File: src/rtl/cpu_wait_sequencer_if.sv
// rtl/cpu_wait_sequencer_if.sv - CPU bus / phi2 handshake bundle for the wait-state sequencer
interface cpu_wait_sequencer_if;
  logic [15:0] adr;
  logic        rw;
  logic [7:0]  dat_in;
  logic        rdy;
  logic        phi2;
  logic        phi2_via;
  logic        cyc_end;
  logic        stretching;
  logic [7:0]  dat_out;
  logic        dat_oe;
  logic        timeout;

  modport master (
    output adr, rw, dat_in, rdy,
    input  phi2, phi2_via, cyc_end, stretching, dat_out, dat_oe, timeout
  );

  modport slave (
    input  adr, rw, dat_in, rdy,
    output phi2, phi2_via, cyc_end, stretching, dat_out, dat_oe, timeout
  );
endinterface

File: src/rtl/cpu_wait_sequencer.sv
// rtl/cpu_wait_sequencer.sv - phi2/VIA clock generation with per-region wait states and rdy timeout
module cpu_wait_sequencer #(
  parameter int TMO_MAX = 255,
  parameter int W0_RST  = 6,
  parameter int W1_RST  = 1
) (
  input logic                  clk,
  input logic                  rst,
  cpu_wait_sequencer_if.slave  bus
);

  typedef enum logic [1:0] {LOW, HIGH, WAIT, RDYHOLD} state_t;

  localparam logic [7:0] TMO_LAST = 8'(TMO_MAX - 1);

  state_t     state, stateNext;
  logic [3:0] cnt, cntNext;
  logic [7:0] tmo, tmoNext;
  logic       setTimeout;
  logic [3:0] wcfg [4];
  logic [3:0] regionWait;
  logic       regHit;
  logic [7:0] regData;
  logic       leaving;
  logic       readOe;
  logic       regWrite;
  logic       unusedBits;

  assign unusedBits = &{1'b0, bus.dat_in[7:4]};

  // First match wins: the YMF window sits inside the I/O page ahead of the VIAs.
  always_comb begin
    regionWait = 4'd0;
    if (bus.adr >= 16'h9F40 && bus.adr <= 16'h9F41)
      regionWait = wcfg[0];
    else if (bus.adr >= 16'h9F00 && bus.adr <= 16'h9F1F)
      regionWait = wcfg[1];
    else if (bus.adr >= 16'hC000)
      regionWait = wcfg[2];
    else if (bus.adr >= 16'hA000 && bus.adr <= 16'hBFFF)
      regionWait = wcfg[3];
  end

  assign regHit  = (bus.adr >= 16'h9F70) && (bus.adr <= 16'h9F74);
  assign regData = bus.adr[2] ? {7'b0, bus.timeout} : {4'b0, wcfg[bus.adr[1:0]]};

  always_comb begin
    stateNext  = state;
    cntNext    = cnt;
    tmoNext    = tmo;
    setTimeout = 1'b0;
    case (state)
      LOW: begin
        stateNext = HIGH;
        cntNext   = regionWait;
      end
      HIGH, WAIT: begin
        if (cnt != 4'd0) begin
          stateNext = WAIT;
          cntNext   = cnt - 4'd1;
        end else if (!bus.rdy) begin
          stateNext = RDYHOLD;
          tmoNext   = 8'd0;
        end else begin
          stateNext = LOW;
        end
      end
      RDYHOLD: begin
        // A ready device always beats the guard, even on the expiry cycle.
        if (bus.rdy) begin
          stateNext = LOW;
        end else if (tmo == TMO_LAST) begin
          stateNext  = LOW;
          setTimeout = 1'b1;
        end else begin
          tmoNext = tmo + 8'd1;
        end
      end
      default: stateNext = LOW;
    endcase
  end

  assign leaving  = (state != LOW) && (stateNext == LOW);
  assign readOe   = (stateNext != LOW) && bus.rw && regHit;
  assign regWrite = leaving && !bus.rw && regHit;

  always_ff @(posedge clk) begin
    if (!rst) begin
      state          <= LOW;
      cnt            <= 4'd0;
      tmo            <= 8'd0;
      wcfg[0]        <= 4'(W0_RST);
      wcfg[1]        <= 4'(W1_RST);
      wcfg[2]        <= 4'd0;
      wcfg[3]        <= 4'd0;
      bus.phi2       <= 1'b0;
      bus.phi2_via   <= 1'b0;
      bus.cyc_end    <= 1'b0;
      bus.stretching <= 1'b0;
      bus.dat_oe     <= 1'b0;
      bus.dat_out    <= 8'd0;
      bus.timeout    <= 1'b0;
    end else begin
      state          <= stateNext;
      cnt            <= cntNext;
      tmo            <= tmoNext;
      bus.phi2       <= (stateNext != LOW);
      bus.phi2_via   <= ~bus.phi2_via;
      bus.cyc_end    <= leaving;
      bus.stretching <= (stateNext == WAIT) || (stateNext == RDYHOLD);
      bus.dat_oe     <= readOe;
      bus.dat_out    <= readOe ? regData : 8'd0;
      if (regWrite && !bus.adr[2])
        wcfg[bus.adr[1:0]] <= bus.dat_in[3:0];
      // Expiry set outranks a status write landing on the same edge.
      if (setTimeout)
        bus.timeout <= 1'b1;
      else if (regWrite && bus.adr[2])
        bus.timeout <= 1'b0;
    end
  end

endmodule
File: src/flat_wrapper.sv
// flat-port wrapper written by rule: the top's interface ports become plain ports
module cpu_wait_sequencer_flat 
#(
  parameter int TMO_MAX = 255,
  parameter int W0_RST  = 6,
  parameter int W1_RST  = 1
)
  (clk, rst, bus_adr, bus_rw, bus_dat_in, bus_rdy, bus_phi2, bus_phi2_via, bus_cyc_end, bus_stretching, bus_dat_out, bus_dat_oe, bus_timeout);
  cpu_wait_sequencer_if bus_i ();
  input logic clk;
  input logic rst;
  input wire logic [$bits(bus_i.adr)-1:0] bus_adr;
  input wire logic [$bits(bus_i.rw)-1:0] bus_rw;
  input wire logic [$bits(bus_i.dat_in)-1:0] bus_dat_in;
  input wire logic [$bits(bus_i.rdy)-1:0] bus_rdy;
  output wire logic [$bits(bus_i.phi2)-1:0] bus_phi2;
  output wire logic [$bits(bus_i.phi2_via)-1:0] bus_phi2_via;
  output wire logic [$bits(bus_i.cyc_end)-1:0] bus_cyc_end;
  output wire logic [$bits(bus_i.stretching)-1:0] bus_stretching;
  output wire logic [$bits(bus_i.dat_out)-1:0] bus_dat_out;
  output wire logic [$bits(bus_i.dat_oe)-1:0] bus_dat_oe;
  output wire logic [$bits(bus_i.timeout)-1:0] bus_timeout;
  assign bus_i.adr = bus_adr;
  assign bus_i.rw = bus_rw;
  assign bus_i.dat_in = bus_dat_in;
  assign bus_i.rdy = bus_rdy;
  assign bus_phi2 = bus_i.phi2;
  assign bus_phi2_via = bus_i.phi2_via;
  assign bus_cyc_end = bus_i.cyc_end;
  assign bus_stretching = bus_i.stretching;
  assign bus_dat_out = bus_i.dat_out;
  assign bus_dat_oe = bus_i.dat_oe;
  assign bus_timeout = bus_i.timeout;
  cpu_wait_sequencer #(.TMO_MAX(TMO_MAX), .W0_RST(W0_RST), .W1_RST(W1_RST)) u_core (.clk(clk), .rst(rst), .bus(bus_i));
endmodule
File: config.mk
export PLATFORM = sky130hd
export DESIGN_NAME = cpu_wait_sequencer_flat
export DESIGN_NICKNAME = d
export VERILOG_FILES = /design/src/rtl/cpu_wait_sequencer_if.sv /design/src/rtl/cpu_wait_sequencer.sv /design/src/flat_wrapper.sv
export SDC_FILE = /design/constraint.sdc
export NUM_CORES = 1
export LEC_CHECK = 0
export ABC_AREA = 1
export CAP_MARGIN = 20
export CORE_ASPECT_RATIO = 0.75
export CORE_MARGIN = 2
export CORE_UTILIZATION = 47
export CTS_CLUSTER_DIAMETER = 60
export CTS_CLUSTER_SIZE = 40
export DETAILED_ROUTE_END_ITERATION = 16
export PLACE_DENSITY = 0.81
export SLEW_MARGIN = 15
export SYNTH_ARGS = -nofsm -noshare
export SYNTH_HDL_FRONTEND = slang
export SYNTH_SLANG_ARGS = --single-unit
File: constraint.sdc
create_clock -name clk -period 2 [get_ports clk]
set_clock_uncertainty 0.05 [all_clocks]
set_input_delay 0.3 -clock clk [delete_from_list [all_inputs] [get_ports clk]]
set_output_delay 0.3 -clock clk [all_outputs]
set_load 0.02 [all_outputs]
Word-level counts from Yosys, hierarchy flattened
Memory sizes are Yosys's and may differ from the RTL's.
Index checks and enable logic that the tools add are counted.

storage, ports and cells
  flip-flop bits (word level) = 28
  logic and storage cells = 94
  RAM bits = 16
  output and inout port bits = 14
  memories kept = 1
  bits of input ports = 28

memories
  memory       depth  width  rd ports  clocked after Yosys merged registers in  write ports  line                      text
  u_core.wcfg  4      4      5         0                                        4            cpu_wait_sequencer.sv:20  logic [3:0] wcfg [4];

cells by class
  multiplexer cells = 29
  add/subtract/negate cells = 2
  bitwise logic cells = 3
  reductions and logical operators = 28
  order comparisons = 9
  equality and inequality tests = 11

operator list
  operator                                             number
  >= comparator 16 bit, second input constant          5
  <= comparator 16 bit, second input constant          4
  2-to-1 mux 8 bit                                     4
  2-to-1 mux 4 bit                                     6
  case mux 8 bit (2 select lines)                      1
  logical AND 1 bit                                    11
  2-to-1 mux 1 bit                                     11
  2-to-1 mux 2 bit                                     5
  nonzero test 2 bit                                   5
  adder 8 x 1 -> 8 bit, second input constant          1
  equality test 2 bit, second input constant           4
  equality test 8 bit, second input constant           1
  inequality test 2 bit, second input constant         4
  case mux 4 bit (2 select lines)                      1
  case mux 2 bit (3 select lines)                      1
  AND reduction 5 bit                                  1
  logical NOT 2 bit                                    2
  AND reduction 2 bit                                  2
  nonzero test 4 bit                                   1
  OR reduction 4 bit                                   1
  subtractor 4 x 1 -> 4 bit, second input constant     1
  NOT 1 bit                                            3
  OR reduction 3 bit                                   1
  equality test 2 x 1 -> 1 bit, second input constant  1
  other kinds (4)                                      5

Depth between registers and ports, before layout
Gate-level depths: netlist of run 1.

  word-level depth = 14
  gate-level depth with buffers = 13
  depth with buffers taken out = 13

Worst setup path after synthesis of run 1
Ideal clock, no wire load.

  kind = register to register
  start point = register u_core.state[0]
  end point = memory u_core.wcfg[0][0] (enable)
  clock period less this slack = 2.017 ns
  arrival = 1.632 ns
  library setup time = 0.335 ns
  cell stages (with the launch flop) = 11
  setup slack = -0.017 ns
  buffers on the path = 1
  data required time = 1.615 ns
  cells stage by stage = dfxtp_1 inv_1 ha_1 buf_6 nand2_1 nand2_1 nand3_2 nand3_2 nor2_4 nand2_2 o21ai_1

RTL lines
  element                 line                       text
  from (decl)             cpu_wait_sequencer.sv:16   state_t state, stateNext;
  from (signal assigned)  cpu_wait_sequencer.sv:104  state <= stateNext;
  to (decl)               cpu_wait_sequencer.sv:20

==> results.toml, run 1 <==
[timing]
setup_viol = 0
fmax_mhz = 502.8
drv_slew = 0
hold_viol = 0
fin_crit_sh = 0.9943
min_period_ns = 1.989
rsz0062_at_grt = "true"
final.setup.tns_ns = 0

[detailed_routing]
drt_first_pass_iters = 5
viasPerCell = 5.205
drc = 0
wl_mm = 5.549
post_drt_wl_per_cell_um = 12.93
vias = 2233
drtAntennaViolNets = 0
drt-initial-drc-count = 175

[finish]
fin_nets = 405
fin_cells = 429
diodes = 0
area_growth_pct = 37.63
fill_cells = 364
drive_gt1_frac = 0.2124

[die]
die_x_um = 83.98
fp.dieH_um = 63.98
rows = 21
die_area_um2 = 5373
ios = 42
core_area_um2 = 4546
start_util = 0.4960

[critical_path]
slowest_stage = "dfxtp_2"
crit_chain = "inv_2, ha_4, nand2_2, nor2_2, nand2_2, nand2_1, nand2_1, nand3_2, nand3_4, nor2_4, nand2_4, o21ai_2, buf_6"
slowest_delay_ns = 0.33
required_ns = 1.96
crit_arrival_ns = 1.95
worst-path-buf-inv = 2
worstSetupStartpointType = "flop"
path_max_fanout = 4
critPathTopFamily = "simple AND/OR/NAND/NOR gates"
endpoint_kind = "flop"
critPathKind = "flop to flop"

[global_routing]
grt_first_pass_wirelength_mm = 8.735
antenna_found_initial = 0
grt_pass1_vias = 2012
grt_max_degree = 14
gr-total-overflow = 0
track_usage = 0.2038

[synthesis]
ys_types = 38
syn_area_per_cell_um2 = 7.516
syn_area_um2 = 2255
synthFlopType = "dfxtp_1"
synth-seq-cells = 40
synthCells = 300
yosys_warnings = 0
synth_enable_flop_cells = 16
ys_seq_area_frac = 0.4262
async_flop_share = 0

[cts]
clock_latency_ns = 0.29
clockBufferDepth = 2
path_clk_slew_ns = 0.08
numClockSinks = 40
htreeDepth = 2
cts_buffers = 5
ctsHoldBuffers = 0
root_buffer = "clkbuf_8"
cts_tree = "yes"

[place]
hpwl_mm = 4.252
portBuffers = 33
place_inst = 419
gp_congestion = 0.9043

[min_path]
hold_class = "flop to flop"

[power]
p_leak_nw = 1.367
ir_drop_v = 0.0004924
power.density_nw_per_um2 = 715.2
totalPowerFinal_mw = 2.219

[job]
drv_cap = 0

[outcome]
status = "complete, no violations"
[layout by cell type, fill, tap and decap left out, drive strengths merged, types with 2 or more instances in the layout]
master,Yosys,routed
inv,50,50
nor3,3,3
nand2,55,55
clkbuf,2,6
nor2,49,49
ha,6,6
nand3,25,25
xnor2,3,3
o22ai,5,5
clkinv,1,2
a21oi,17,17
nand4,7,7
dfxtp,24,24
clkdlybuf4s50,0,33
or2,2,2
conb,1,4
a221oi,3,3
o21bai,2,2
o21ai,17,17
edfxtp,16,16
buf,6,36
[through the flow]
stage | util | setup slack, ns | hold slack (ns) | cell area [µm²]
floorplan | - | -0.01671 | 0.3768 | 2266
global placement | 0.6312 | -0.1994 | 0.3573 | 2869
detailed placement | 0.6312 | -0.2203 | 0.3591 | 2869
CTS | 0.6584 | 0.01916 | 0.3773 | 2993
global route | 0.6826 | -0.07707 | 0.3893 | 3103
finish | 0.6826 | 0.01133 | 0.3765 | 3103
[cells in the mapped netlist (all sizes together), types with 2 or more instances]
cell	number	area share
nand2	55	0.095
a221oi	3	0.012
o22ai	5	0.014
nand4	7	0.025
nor3	3	0.0089
o21ai	17	0.038
xnor2	3	0.012
edfxtp	16	0.21
clkbuf	2	0.0033
ha	6	0.033
dfxtp	24	0.21
nor2	49	0.092
inv	50	0.083
a21oi	17	0.039
or2	2	0.0056
buf	6	0.021
nand3	25	0.062
o21bai	2	0.0067
[routing by layer]
metal  vias up  wire length (µm)  GRT usage
met3        15               424    0.04393
met5         -                 0          0
met2        98              2393     0.3040
li1       1111                 -          -
met4         0                66    0.07460
met1      1009              2665     0.2919
[state kept, by name, summed over array words and instances (netlist names)]
| register | cells |
|---|---|
| u_core.tmo | 8 |
| u_core.bus.phi2 | 1 |
| u_core.bus.phi2_via | 1 |
| u_core.bus.dat_out | 4 |
| u_core.wcfg | 16 |
| u_core.state | 2 |
| u_core.bus.stretching | 1 |
| u_core.bus.cyc_end | 1 |
| u_core.bus.dat_oe | 1 |
| u_core.bus.timeout | 1 |
| u_core.cnt | 4 |
[worst paths after layout]
| kind | from | slack, ns | cells past startpoint | to |
|---|---|---|---|---|
| max | u_core.tmo[0] | 0.01 | 13 | u_core.wcfg[2][1] |
| max reg2reg | u_core.tmo[0] | 0.01 | 13 | u_core.wcfg[2][1] |
| min | u_core.bus.phi2_via | 0.38 | 1 | u_core.bus.phi2_via |
| min reg2reg | u_core.bus.phi2_via | 0.38 | 1 | u_core.bus.phi2_via |
[cells by family after synthesis]
kind of cell | count (synthesis) | share of synthesized area
AOI/OAI and AO/OA | 47 | 0.1193
xor gates and xnor gates | 4 | 0.01554
adders and majority gates | 6 | 0.03330
buffers and inverters | 59 | 0.1088
DFF | 40 | 0.4262
other | 1 | 0.001663
and+or+nand+nor | 143 | 0.2952
[final cells by class]
| cell class | instances | area (µm²) | area share |
|---|---|---|---|
| clock inverter | 2 | 38.79 | 0.01250 |
| tap | 57 | 71.32 | 0.02298 |
| sequential | 40 | 967.2 | 0.3117 |
| inverter | 51 | 191.4 | 0.06169 |
| clock buffer | 6 | 82.58 | 0.02661 |
| timing repair buffer | 69 | 615.6 | 0.1984 |
| multi-input combinational | 204 | 1136 | 0.3661 |
[timing repair]
| action | in CTS | in global routing |
|---|---|---|
| resized for setup | 1 | 25 |
| setup buffers | 0 | 2 |
| endpoints found under the setup margin | 17 | 34 |
| pin swaps | 0 | 10 |
[power by group]
group	switching, mW	internal (mW)
combinational	0.309	0.271
sequential	0.0372	0.897
clock	0.297	0.408
Power figures use the tool's default switching activity.
==> run 2: changes to the inputs <==
--- a/config.mk
+++ b/config.mk
@@ -6,14 +6,13 @@
 export NUM_CORES = 1
 export LEC_CHECK = 0
 export ABC_AREA = 1
-export CAP_MARGIN = 20
 export CORE_ASPECT_RATIO = 0.75
 export CORE_MARGIN = 2
-export CORE_UTILIZATION = 47
+export CORE_UTILIZATION = 51
 export CTS_CLUSTER_DIAMETER = 60
 export CTS_CLUSTER_SIZE = 40
 export DETAILED_ROUTE_END_ITERATION = 16
-export PLACE_DENSITY = 0.81
+export PLACE_DENSITY = 0.83
 export SLEW_MARGIN = 15
 export SYNTH_ARGS = -nofsm -noshare
 export SYNTH_HDL_FRONTEND = slang
==> constraint.sdc (replaced) <==
create_clock -name clk -period 2.17 [get_ports clk]
set_clock_uncertainty 0.05 [all_clocks]
set_input_delay 0.3255 -clock clk [delete_from_list [all_inputs] [get_ports clk]]
set_output_delay 0.3255 -clock clk [all_outputs]
set_load 0.02 [all_outputs]
==> results.toml, run 2 (synthesized netlist as in run 1, its figures left out) <==
[outcome]
status = "complete, no violations"

[timing]
timing.final.ws_setup_ns = 0.1098
hold_viol = 0
fin_crit_sh = 0.9494
final.setup.tns_ns = 0
setup_viol = 0
rsz0062_at_grt = "false"
fmax_mhz = 485.4
drv_slew = 0
min_period_ns = 2.060

[cts]
cts_tree = "yes"
clock_latency_ns = 0.29
ctsHoldBuffers = 0
postCtsResizedCells = 0
path_clk_slew_ns = 0.08
post_cts_buffers = 0
root_buffer = "clkbuf_8"
numClockSinks = 40
clockBufferDepth = 2
cts_buffers = 5
htreeDepth = 2

[critical_path]
endpoint_kind = "flop"
required_ns = 2.14
regToRegSetupSlack_ns = 0.11
crit_arrival_ns = 2.03
path_max_fanout = 8
worstSetupStartpointType = "flop"
critPathKind = "flop to flop"

[global_routing]
track_usage = 0.2337
grt_pass1_vias = 1944
gr-total-overflow = 0
grt_first_pass_wirelength_mm = 8.735
antenna_found_initial = 0
grt_max_degree = 16

[finish]
top_register = "u_core.wcfg"
area_growth_pct = 25.97
drive_gt1_frac = 0.1328
fin_cells = 409
fin_area_um2 = 2840
diodes = 0
reg.largest.list = "u_core.wcfg x16, u_core.tmo x8"
largest_reg_flops = 16
final_common_cell = "nand2_1"
fin_nets = 387
final_cell_mix = "nand2_1, inv_1, nor2_1, clkdlybuf4s50_1, dfxtp_1"

[detailed_routing]
vias = 2105
post_drt_wl_per_cell_um = 13.10
wl_mm = 5.358
drt_first_pass_iters = 5
viasPerCell = 5.147
drt-initial-drc-count = 216
drc = 0
drtAntennaViolNets = 0

[die]
core_area_um2 = 4154
die_area_um2 = 4974
start_util = 0.5428
ios = 42
fp.dieH_um = 61.58
die_x_um = 80.78
rows = 20

[place]
pre_cts_slack_ns = -0.1046
hpwl_mm = 4.239
place_area_um2 = 2746
portBuffers = 33
place_inst = 401
gp_congestion = 0.8991

[power]
power.density_nw_per_um2 = 636.0
ir_drop_v = 0.0003305
p_leak_nw = 1.242
totalPowerFinal_mw = 1.806

[job]
drv_cap = 0

[min_path]
hold_class = "flop to flop"
run 2: changes by cell type in the layout (fill, tap and decap cells not counted), moves of 2 or more:
cell	delta
clkbuf_1	+2
nand2_2	-2
ha_1	+2
buf_6	-4
nand2_1	+3
o21ai_1	+3
o21ai_2	-3
dfxtp_2	-2
ha_4	-2
buf_4	-14
dfxtp_1	+3
run 2: critical path: stages (launching register included):
cell	delay, ns
dfxtp_1	0.37
inv_1	0.06
ha_2	0.34
inv_2	0.16
nand2_1	0.08
nand3_2	0.09
nand3_2	0.11
nor2_4	0.13
nand2_2	0.09
o21ai_1	0.14
buf_4	0.16
run 2: where the power goes:
| part | total [mW] | internal [mW] | switching (mW) | leakage, nW |
|---|---|---|---|---|
| sequential | 0.860 | 0.825 | 0.0346 | 0.350 |
| combinational | 0.447 | 0.193 | 0.254 | 0.849 |
| clock | 0.500 | 0.230 | 0.270 | 0.0424 |
run 2: final cells by class:
class | count | area [µm²]
clock buffers | 7 | 76.32
clock inverters | 1 | 8.758
fillers | 364 | 1314
inverters | 51 | 191.4
multi-input cells | 204 | 1069
flip-flops and latches | 40 | 960.9
well taps | 55 | 68.82
repair buffers | 51 | 465.4
run 2: path summary, 6_finish.rpt:
path	endpoint	depth (start not counted)	from
worst max-delay path	u_core.wcfg[0][2]	10	u_core.state[0]
worst min-delay path	u_core.bus.phi2_via	1	u_core.bus.phi2_via
worst max register to register	u_core.wcfg[0][2]	10	u_core.state[0]
worst min register to register	u_core.bus.phi2_via	1	u_core.bus.phi2_via
run 2: per-layer routing:
metal	share of wire	routed length (µm)	GRT usage	vias to the layer above
li1	-	-	-	1073
met1	0.47	2539	0.3333	950
met2	0.44	2360	0.3607	76
met3	0.075	400	0.05132	6
met4	0.011	58	0.07022	0
met5	0	0	0	-
run 2: stage by stage:
step           hold WS (ns)  utilization
2_1_floorplan        0.3768            -
3_3_place_gp         0.3587       0.6611
3_5_place_dp         0.3558       0.6611
4_1_cts              0.3768       0.6816
5_1_grt              0.3990       0.6837
6_report             0.3670       0.6837
==> RTL edit 1 (settings of run 2) <==
Reset style: asynchronous (`rst`), changed in one clocked block.
--- a/src/rtl/cpu_wait_sequencer.sv
+++ b/src/rtl/cpu_wait_sequencer.sv
@@ -84,7 +84,7 @@
   assign readOe   = (stateNext != LOW) && bus.rw && regHit;
   assign regWrite = leaving && !bus.rw && regHit;
 
-  always_ff @(posedge clk) begin
+  always_ff @(posedge clk or negedge rst) begin
     if (!rst) begin
       state          <= LOW;
       cnt            <= 4'd0;
Formal check against the unedited RTL: differs if rst is asserted again (counterexample within 4 cycles, from zero or initial values and one cycle with rst low); with rst held inactive, the same outputs for 10 cycles.
==> RTL edit 1 against run 2 <==
  * Maximum frequency rose by 2.1%
  * Cell area up 5.1%
  * Utilization decreased by 3.1 points
  * Routed wire length grew 9.4%
  * Synthesized cell count grew 3.3%
  * Area after synthesis increased by 9.5%
  * Global-route usage grew 0.17 points
  * Sequential cell count unchanged
  * Worst setup slack gained 0.042 ns
  * Die area increased by 9.0%
  * Critical path type unchanged
  * Largest cell class unchanged
Power is not compared: it rests on default switching activity, and its combinational part moved more than twofold at a synthesized area within 25%.
==> RTL edit 1: results (changes against run 2) <==
Met3 Usage GRT: 5.039% (-0.093 points)
Synth top cells by count: nand2_1 (79), dfrtp_1 (37), inv_1 (32)
Fraction of registers with async set/reset: 100.0% (+100 points)
Num CTS Buffers: 5 (unchanged)
Router iterations before antenna repair: 4 (-1)
DR vias/cell: 5.548 (+7.8%)
H-Tree Depth: 2 (unchanged)
Status: complete, no violations
Synth top area cells: dfrtp_1 (37%), nand2_1 (12%), nand4_1 (6.6%)
Initial DRC Count: 158 (-27%)
Share of cells above drive strength 1: 14.49% (+1.2 points)
Final estimated routing congestion in global placement: 0.9358 (+4.1%)
Reg clk slew, reported paths: 0.08 ns (about the same)
VDD IR max: 739.4 uV
Ys flop type: dfrtp_1
Post-Place Setup Slack: 0.02803 ns (+0.1326 ns)
WL final: 5.860 mm (+9.4%)
Multiplexer share of the synthesized area: 0% (unchanged)
All-layer global routing usage: 23.54% (+0.17 points)
Hold buffers post-CTS: 1 (+1)
Global-route wire length before repair: 10.05 mm (+15%)
FILL cells: 396 (+8.8%)
Cts repair resizes: 0 (unchanged)
Maximum clock insertion buffer count: 2 (unchanged)
Main combinational cell family by area after synthesis: simple AND/OR/NAND/NOR gates
Compound-Gate Fraction of Synth Area: 10.23% (-1.7 points)
Arrival time of the worst setup path: 2.16 ns (+0.13 ns)
Max FO, Critical Path: 9 (+1)
Register area share after synthesis: 40.68% (-1.9 points)
Mapped Cells: 310 (+3.3%)
Vias in the first global route: 2159 (+11%)
Via count: 2269 (+7.8%)
Met1 usage: 31.75% (-1.6 points)
GRT met2 Usage: 37.40% (+1.3 points)
Final net count: 385 (-0.52%)
Synth Area in XOR/XNOR: 2.482% (+0.93 points)
Post-Synth Adder-Cell Area: 3.040% (-0.29 points)
Dpl cells: 400 (-0.25%)
Distinct cells, synth: 42 (+11%)
DP Wirelength: 4.503 mm (+6.2%)
Largest net degree at the start of global routing: 24 (+8)
RTL edit 1: cell types whose count changed after synthesis, sizes merged, moves of 5 or more:
cell,run 2,this run
a21oi,17,7
dfrtp,0,37
dfxtp,24,0
edfxtp,16,0
inv,50,38
nand2,55,92
nand3,25,16
nand4,7,26
nor2,49,24
o21ai,17,12
o31ai,0,6
RTL edit 1: critical path, cell delays in order (launching register included):
cell     delay [ns]
dfrtp_1        0.38
inv_1          0.06
ha_1           0.41
nand2_1        0.15
nand2_2        0.09
nand2_1        0.07
nand2_1        0.10
nor3_4         0.21
nand4_1        0.23
nand2_1        0.12
nand2_1        0.05
RTL edit 1: logic make-up (layout without fill, tap and decap cells):
group                      Yosys count  in the layout
xor gates and xnor gates             7              7
adders and majority gates            6              6
and+or+nand+nor                    167            167
AOI/OAI and AO/OA                   39             39
other                                1              4
buffers and inverters               50             89
DFF                                 40             40
RTL edit 1: area by class of cell:
cell class / instances / area share [%]
flip-flops and latches: 40 / 33.65
well taps: 57 / 2.389
clock inverters: 1 / 1.006
clock buffers: 7 / 3.227
repair buffers: 42 / 13.24
multi-input cells: 223 / 41.58
inverters: 39 / 4.904
RTL edit 1: stage by stage:
stage / hold WS [ns] / area [um^2]
global placement: 0.2170 / 2849
floorplan: -0.02009 / 2481
detailed placement: 0.2229 / 2849
global route: 0.4135 / 2985
CTS: 0.3744 / 2985
finish: 0.3759 / 2985
RTL edit 1: layer usage:
metal  vias to the layer above  part of all wire, %
met5                         -                    0
met4                         0                  1.7
met3                        12                  7.2
met2                        88                   46
met1                      1064                   45
li1                       1105                    -
RTL edit 1: power groups by stage:
stage / clock network [mW] / registers (mW) / logic, mW
CTS: 0.677 / 0.902 / 1.06
floorplan: 0 / 0.937 / 0.727
finish: 0.665 / 0.902 / 1.06
detailed placement: 0 / 0.917 / 1.03
global route: 0.713 / 0.916 / 1.18
global placement: 0 / 0.911 / 0.998
RTL edit 1: final timing paths:
kind,cells past startpoint,slack (ns),from,end
hold reg to reg,1,0.38,u_core.bus.phi2_via,u_core.bus.phi2_via
hold / removal,1,0.38,u_core.bus.phi2_via,u_core.bus.phi2_via
min in group asynchronous,2,0.44,rst,u_core.wcfg[12]
max in group asynchronous,3,1.02,rst,u_core.wcfg[14]
setup / recovery,10,0.15,u_core.state[0],u_core.wcfg[9]
setup reg to reg,10,0.15,u_core.state[0],u_core.wcfg[9]
==> RTL edit 2 (flow settings as in run 2) <==
Made on the original files. `W0_RST` is set to 6 in 2 places; all go to 5.
--- a/src/rtl/cpu_wait_sequencer.sv
+++ b/src/rtl/cpu_wait_sequencer.sv
@@ -1,7 +1,7 @@
 // rtl/cpu_wait_sequencer.sv - phi2/VIA clock generation with per-region wait states and rdy timeout
 module cpu_wait_sequencer #(
   parameter int TMO_MAX = 255,
-  parameter int W0_RST  = 6,
+  parameter int W0_RST  = 5,
   parameter int W1_RST  = 1
 ) (
   input logic                  clk,
--- a/src/flat_wrapper.sv
+++ b/src/flat_wrapper.sv
@@ -2,7 +2,7 @@
 module cpu_wait_sequencer_flat 
 #(
   parameter int TMO_MAX = 255,
-  parameter int W0_RST  = 6,
+  parameter int W0_RST  = 5,
   parameter int W1_RST  = 1
 )
   (clk, rst, bus_adr, bus_rw, bus_dat_in, bus_rdy, bus_phi2, bus_phi2_via, bus_cyc_end, bus_stretching, bus_dat_out, bus_dat_oe, bus_timeout);
Function: changed (a bounded check fails within 4 cycles, from zero or initial values and one cycle with rst low).
==> RTL edit 2 against run 2 <==
  * Global-route usage is 0.11 points higher
  * Sequential share of layout area is 0.73 points lower
  * Synthesized cell count decreased by 0.33%
  * Critical path type unchanged
  * Sequential cell count is the same
  * Power rose by 8.5%
  * Routed wire length up 2.2%
  * Hold slack gained 0.014 ns
  * Critical endpoint is now u_core.wcfg[2][1]
  * Cell area up 2.2%
  * Via count stayed put
  * Worst setup slack improved by 0.032 ns
  * Critical path depth rose by 3
  * Combinational power rose by 7.6%
  * Area after synthesis rose by 0.89%
==> RTL edit 2: results (changes against run 2) <==
Status: complete, no violations
Mapped Cells: 299 (-0.33%)
Synth top cells by count: nand2_1 (51), inv_1 (45), nor2_1 (43)
DP Wirelength: 4.237 mm (about the same)
Worst-skew pair later-pin latency: 0.30 ns
Worst R2R Path Depth: 13 (+3)
All-layer global routing usage: 23.48% (+0.11 points)
Final estimated routing congestion in global placement: 0.9647 (+7.3%)
DP Area: 2789 um^2 (+1.5%)
Non-clock buffer share: 16.81% (+0.42 points)
WL final: 5.478 mm (+2.2%)
Power Clock: 0.621 mW (+24%)
Clock buf count: 5 (-2)
Initial DRC Count: 179 (-17%)
Max Clock Freq: 493.0 MHz (+1.6%)
Multi-input gate count: 204 (unchanged)
WL/cell: 13.33 um (+1.7%)
Global-route wire length before repair: 8.625 mm (-1.3%)
DR vias/cell: 5.122 (-0.49%)
Critical R2R Launch: u_core.tmo[0]
Post-Place Setup Slack: -0.09457 ns (+0.009981 ns)
Pleak: 1.274 nW (+2.6%)
Reg2reg setup slack: 0.14 ns (+0.03 ns)
Metal-1 WL: 2.576 mm (+1.5%)
Largest net degree at the start of global routing: 14 (-2)
Met3 Wirelength: 488 um (+22%)
Hold Path Class: flop to flop
Seq. pwr: 0.858 mW (about the same)
Max FO, Critical Path: 4 (-4)
Tot Pwr: 1.960 mW (+8.5%)
Register area share after synthesis: 42.24% (-0.38 points)
Synth top area cells: dfxtp_1 (21%), edfxtp_1 (21%), nand2_1 (8.4%)
Arrival time of the worst setup path: 2.00 ns (-0.03 ns)
Hold WS: 0.3811 ns (+0.01408 ns)
Number of non-clock buffers: 54 (+5.9%)
FILL cells: 338 (-7.1%)
Dpl cells: 403 (+0.50%)
Inverters: 50 (-2.0%)
ClkCell Share: 3.836% (+0.84 points)
Vias in the first global route: 1875 (-3.5%)
Distinct cells, synth: 39 (+2.6%)
Slowest stage delay, CP: 0.34 ns (-0.03 ns)
Design area: 2903 um^2 (+2.2%)
VDD IR max: 471.7 uV (+43%)
Met2 wire length: 2.316 mm (-1.9%)
Crit path capture: u_core.wcfg[2][1]
P_sw: 0.5813 mW (+4.1%)
Final net count: 389 (+0.52%)
Area of the multi-input gates: 1086 um^2 (+1.6%)
Area delta synth->final: 27.61%
Share of cells above drive strength 1: 14.89% (+1.6 points)
==> RTL edit 2: cell types whose count changed after synthesis, sizes merged <==
| cell | before | now |
|---|---|---|
| inv | 50 | 49 |
==> RTL edit 2: layer usage <==
| metal | track usage [%] | vias up |
|---|---|---|
| met5 | 0 | - |
| met3 | 7.081 | 14 |
| li1 | - | 1077 |
| met2 | 36.36 | 84 |
| met1 | 31.75 | 930 |
| met4 | 8.232 | 0 |
==> RTL edit 2: cell families (layout without fill, tap and decap cells) <==
| family | after synthesis | after routing | synth area share, % |
|---|---|---|---|
| other | 1 | 4 | 0.1649 |
| adders and majority gates | 6 | 6 | 3.300 |
| buffers and inverters | 58 | 112 | 10.62 |
| AOI/OAI and AO/OA | 47 | 47 | 11.83 |
| and+or+nand+nor | 143 | 143 | 30.31 |
| DFF | 40 | 40 | 42.24 |
| xor gates and xnor gates | 4 | 4 | 1.540 |
